**src/rtl/arb_pkg.sv**
```systemverilog
// Shared types and constants for the four-channel round-robin mux arbiter.
// Also provides the index-to-one-hot helper used for the grant vector.
package arb_pkg;

    localparam int NCH   = 4;
    localparam int SEL_W = 2;

    typedef enum logic {
        IDLE = 1'b0,
        SEND = 1'b1
    } arb_state_t;

    function automatic logic [NCH-1:0] onehot(input logic [SEL_W-1:0] idx);
        return NCH'(1) << idx;
    endfunction

endpackage

```
**src/rtl/Mux2Bit4to1.sv**
```systemverilog
// Existing 2-bit wide 4-to-1 multiplexer with enable.
// The output is forced to zero while e is low.
module Mux2Bit4to1 (
    input  logic       e,
    input  logic [1:0] s,
    input  logic [7:0] x,
    output logic [1:0] y
);

    always_comb begin
        y = 2'b00;
        if (e) begin
            case (s)
                2'd0:    y = x[1:0];
                2'd1:    y = x[3:2];
                2'd2:    y = x[5:4];
                default: y = x[7:6];
            endcase
        end
    end

endmodule

```
**src/rtl/rr_pick4.sv**
```systemverilog
// Combinational round-robin picker: first set request scanning from ptr upward, wrapping.
// The any output flags that at least one request is present.
module rr_pick4
    import arb_pkg::*;
(
    input  logic [NCH-1:0]   req,
    input  logic [SEL_W-1:0] ptr,
    output logic             any,
    output logic [SEL_W-1:0] idx
);

    logic [SEL_W-1:0] cand;
    logic             found;

    assign any = |req;

    // The candidate index wraps naturally because it is only SEL_W bits wide.
    always_comb begin
        idx   = ptr;
        found = 1'b0;
        cand  = ptr;
        for (int k = 0; k < NCH; k++) begin
            cand = ptr + SEL_W'(k);
            if (!found && req[cand]) begin
                idx   = cand;
                found = 1'b1;
            end
        end
    end

endmodule

```
**src/rtl/rr_mux_arbiter4.sv**
```systemverilog
// Round-robin arbiter sharing one 4-to-1 mux among four requesters with a valid/ready output.
// Define ARB_STATS_EN to add per-channel saturating grant counters (grant_cnt, stats_clr).
module rr_mux_arbiter4
    import arb_pkg::*;
#(
    parameter int DATA_W = 2
`ifdef ARB_STATS_EN
    ,
    parameter int CNT_W  = 8
`endif
) (
    input  logic                  clk,
    input  logic                  reset,
    input  logic [NCH-1:0]        req,
    input  logic [NCH*DATA_W-1:0] x,
    input  logic                  y_ready,
    output logic [DATA_W-1:0]     y,
    output logic                  y_valid,
    output logic [SEL_W-1:0]      sel,
    output logic [NCH-1:0]        grant,
    output logic [NCH-1:0]        ack,
`ifdef ARB_STATS_EN
    input  logic                  stats_clr,
    output logic [NCH*CNT_W-1:0]  grant_cnt,
`endif
    output logic                  busy
);

    arb_state_t       state_q, state_d;
    logic [SEL_W-1:0] ptr_q, ptr_d, sel_d;
    logic [NCH-1:0]   grant_d;
    logic             pick_any;
    logic [SEL_W-1:0] pick_idx;
    logic             xfer;

    rr_pick4 u_pick (
        .req (req),
        .ptr (ptr_q),
        .any (pick_any),
        .idx (pick_idx)
    );

    always_ff @(posedge clk) begin
        if (reset) begin
            state_q <= IDLE;
            ptr_q   <= '0;
            sel     <= '0;
            grant   <= '0;
        end else begin
            state_q <= state_d;
            ptr_q   <= ptr_d;
            sel     <= sel_d;
            grant   <= grant_d;
        end
    end

    // A reset sampled mid-SEND must not complete the in-flight transfer.
    assign busy    = (state_q == SEND);
    assign y_valid = busy && req[sel] && !reset;
    assign xfer    = y_valid && y_ready;
    assign ack     = xfer ? grant : '0;

    always_comb begin
        state_d = state_q;
        ptr_d   = ptr_q;
        sel_d   = sel;
        grant_d = grant;
        case (state_q)
            IDLE: begin
                if (pick_any) begin
                    sel_d   = pick_idx;
                    grant_d = onehot(pick_idx);
                    state_d = SEND;
                end
            end
            SEND: begin
                if (xfer) begin
                    ptr_d   = sel + SEL_W'(1);
                    grant_d = '0;
                    state_d = IDLE;
                end else if (!req[sel]) begin
                    grant_d = '0;
                    state_d = IDLE;
                end
            end
            default: begin
                grant_d = '0;
                state_d = IDLE;
            end
        endcase
    end

    generate
        if (DATA_W == 2) begin : g_mux2
            Mux2Bit4to1 u_mux (
                .e (y_valid),
                .s (sel),
                .x (x),
                .y (y)
            );
        end else begin : g_mux_inline
            always_comb begin
                y = '0;
                if (y_valid) begin
                    y = x[sel*DATA_W +: DATA_W];
                end
            end
        end
    endgenerate

`ifdef ARB_STATS_EN
    logic [CNT_W-1:0] cnt_q [NCH];

    // Clear wins over a same-cycle increment; counts stick at all-ones.
    always_ff @(posedge clk) begin
        for (int i = 0; i < NCH; i++) begin
            if (reset || stats_clr) begin
                cnt_q[i] <= '0;
            end else if (ack[i] && (cnt_q[i] != {CNT_W{1'b1}})) begin
                cnt_q[i] <= cnt_q[i] + CNT_W'(1);
            end
        end
    end

    for (genvar i = 0; i < NCH; i++) begin : g_cnt
        assign grant_cnt[i*CNT_W +: CNT_W] = cnt_q[i];
    end
`endif

    always_ff @(posedge clk) begin
        if (!reset) begin
            assert ($onehot0(grant));
            assert (!busy || (grant == onehot(sel)));
        end
    end

endmodule

```
**config.mk**
```make
export PLATFORM = sky130hd
export DESIGN_NAME = rr_mux_arbiter4
export DESIGN_NICKNAME = d
export VERILOG_FILES = /design/src/rtl/arb_pkg.sv /design/src/rtl/Mux2Bit4to1.sv /design/src/rtl/rr_pick4.sv /design/src/rtl/rr_mux_arbiter4.sv
export SDC_FILE = /design/constraint.sdc
export NUM_CORES = 1
export LEC_CHECK = 0
export CORE_ASPECT_RATIO = 0.5
export CORE_MARGIN = 2
export CORE_UTILIZATION = 25
export CTS_CLUSTER_DIAMETER = 150
export DETAILED_ROUTE_END_ITERATION = 16
export MAX_ROUTING_LAYER = met4
export SLEW_MARGIN = 20
export SYNTH_ARGS = -nofsm -noshare
export SYNTH_HDL_FRONTEND = slang
export SYNTH_HIERARCHICAL = 1
export SYNTH_SLANG_ARGS = --single-unit
export TNS_END_PERCENT = 50
```
**constraint.sdc**
```tcl
create_clock -name clk -period 2.1 [get_ports clk]
set_input_delay 0.42 -clock clk [delete_from_list [all_inputs] [get_ports clk]]
set_output_delay 0.42 -clock clk [all_outputs]
set_load 0.05 [all_outputs]
```
==> summary.txt <==
CTS
  • Clk_lat worst skew: approximately 230 ps
  • Register clock-pin slew on the reported worst setup and hold paths: about 40 ps
  • Clk sinks: 9
  • Htree depth: 1
  • CTS Buf Count: 3
  • Root buffer cell: clkbuf_8
  • CTS tree: built
  • CTS Buffer Depth: 2
  • Post-CTS Setup Bufs: 0

Yosys
  • Post-synth EDFFs: 0
  • Async set-or-reset flop fraction in the synthesized netlist: 0
  • Distinct cells, synth: 29
  • Mapped Cells: between 70 and 80
  • Main synth FF type: dfxtp_1
  • Synth area leaders: dfxtp_1 27%, mux4_1 8.0%, a211oi_2 5.7%, nand2b_1 5.7%, and2_1 4.7%
  • Mapped cell area: between 600 and 700 um^2
  • Syn avg cell area: 8.81 um^2
  • Mapped Nets: 90
  • Post-synth top area share: 0.273
  • Commonest cells post-synth: 9 x dfxtp_1, 7 x nand2_1, 7 x nor2_1, 6 x nand2b_1, 5 x and2_1
  • Yosys top cell by area: dfxtp_1
  • Seq/Total Area, Yosys: 0.273
  • Seq cells post-synth: 9
  • Count leader, synth: dfxtp_1
  • Synth Warn #: 6

Timing
  • Tmin final: roughly 2100 ps
  • RSZ-0062 raised after global routing: true
  • Setup Skew: around 2.8 ps
  • Setup violators final: 0
  • Max transition margin: 0.670
  • Measured slew at the worst slew-check pin: slightly below 500 ps
  • Peak Freq: 485 MHz
  • Slew Viols, Final: 0
  • Endpoints failing hold: 0
  • Fin crit share: 0.981

Global route
  • Tot GR Track Use: 0.124
  • Pin count of the biggest net entering global routing: 12
  • First-pass GRT wire length: 2810 um
  • Vias in the first global route: ~640
  • Antenna violations before repair: 0
  • Gr ovfl total: 0

Die
  • Top Ports: 29
  • Die Y-Extent: around 40 um
  • Core box area: 2550 um^2
  • Initial Util: 0.259
  • Die X: 76.7 um
  • Die area: approximately 3100 um^2
  • Placement Rows: 13

Worst setup path
  • Cell Chain, Critical Path: clkdlybuf4s50_1, mux4_1, and2_2, buf_6
  • Critical Path Source Type: primary input
  • Setup CP Type: primary input to primary output
  • Required @ worst endpoint: roughly 1700 ps
  • Crit-path max cell delay: around 480 ps
  • Critical path's slowest cell: mux4_1
  • Worst Path Arrival: 1640 ps
  • Crit path buf inv count: 2
  • Nature of the critical path endpoint: primary output
  • CP max FO: 1
  • Crit path max-delay family: buffers and inverters

Routing
  • Vias/cell: approximately 4.5
  • Post-route ant nets: 0
  • Detailed Route WL: ~1800 um
  • Wire per inst: around 11 um
  • 1st-pass router iterations: 4
  • DRT iter0 DRCs: 59
  • Total number of vias: 711
  • DRC: 0

Power and ir drop
  • Max rail drop VDD: around 0.23 mV
  • Pint: between 0.4 and 0.5 mW
  • Psw: about 0.19 mW
  • Switching share of power: 0.308
  • Seq pwr share: 0.317
  • Total power: between 0.6 and 0.7 mW
  • Comb pwr share: 0.352
  • Clock share of power: 0.331
  • PD cells: 500 nW/um^2
  • Pleak: ~0.47 nW

Cells and area
  • Share of post-route cells with drive strength above 1: 0.364
  • Post-layout util: 0.476
  • Area delta synth->final: 83.9%
  • Diodes inserted: 0
  • Fin nets: 137

Placed design
  • Gpl congestion: 0.750
  • DP HPWL: 1450 um
  • Port Buf Inserts: 28

Worst hold path
  • HP Class: flop to flop

Outcome
  • Status: finished clean

Run
  • Max cap viols: 0
state kept, by name, summed over array words and instances, names as in the netlist:
signal and count:
grant 4, busy 1, sel 2, ptr_q 2
stage by stage:
stage / setup slack, ps / setup TNS, ps / instances / area, um^2 / hold WS (ps)
floorplan: 85.6 / 0 / 75 / 679 / 500
CTS: 6.33 / 0 / 158 / 1210 / 523
finish: 39.4 / 0 / 158 / 1210 / 520
global placement: -221 / -1430 / 154 / 1150 / 511
detailed placement: -268 / -1730 / 154 / 1150 / 516
global route: -0.734 / -0.734 / 158 / 1210 / 545
what timing repair did:
action                     CTS  global route
hold buffers                 0             0
gates resized for setup     11             3
pin swaps                    2             0
setup endpoints to repair    8             4
power groups by stage:
stage          clock network (mW)  registers [mW]  logic (mW)
4_1_cts                     0.210           0.192       0.214
2_1_floorplan                   0           0.219      0.0938
6_report                    0.201           0.192       0.214
5_1_grt                     0.218           0.194       0.229
3_5_place_dp                    0           0.195       0.210
3_3_place_gp                    0           0.195       0.209
routing by layer:
layer  wire (um)  global-route usage  up-vias  share of wire
met3          31              0.0338        0          0.017
li1            -                   -      363              -
met1         856               0.145      337           0.48
met2         888               0.232       11           0.50
met5           0                   -        -              0
met4           0              0.0136        0              0
layout by cell type (no fill, tap or decap), drive strengths merged, types with 2 or more instances in the layout:
cell type,count
clkdlybuf4s50,17
inv,3
clkbuf,4
nor2b,4
a31oi,2
dlygate4sd2,3
nand3,3
buf,22
a211oi,3
dfxtp,9
mux2i,2
and2,6
mux4,2
nor2,7
nand2,7
a21oi,4
or3,3
nand2b,6
cell families (layout without fill, tap and decap cells):
group           after synthesis  count (layout)  synth area share
simple gates                 39              39             0.316
compound gates               17              17             0.248
flops                         9               9             0.273
mux                           5               5             0.127
buf+inv                       4              50            0.0227
xor+xnor                      1               1            0.0133
final cells by class:
class,instances,area (um^2)
Clock buffer,4,45.0
Fill cell,255,1340
Inverter,3,11.3
Multi-Input combinational cell,62,499
Sequential cell,9,184
Tap cell,37,46.3
Timing Repair Buffer,43,429
worst register-to-register path: cells and delay by family (launching register included):
family | cells | cell delay (ps)
simple gates | 4 | 1040
flops | 1 | 360
compound gates | 2 | 310
path summary, 6_finish.rpt:
path / start / to / slack, ps / cells past startpoint
min: sel[0]$_SDFFE_PP0P_ / sel[0]$_SDFFE_PP0P_ / 520 / 2
max reg2reg: ptr_q[1]$_SDFFE_PP0P_ / grant[0]$_SDFFE_PP0P_ / 310 / 6
max: x[2] / y[0] / 40 / 4
min reg2reg: sel[0]$_SDFFE_PP0P_ / sel[0]$_SDFFE_PP0P_ / 520 / 2
(Power assumes the default switching activity.)
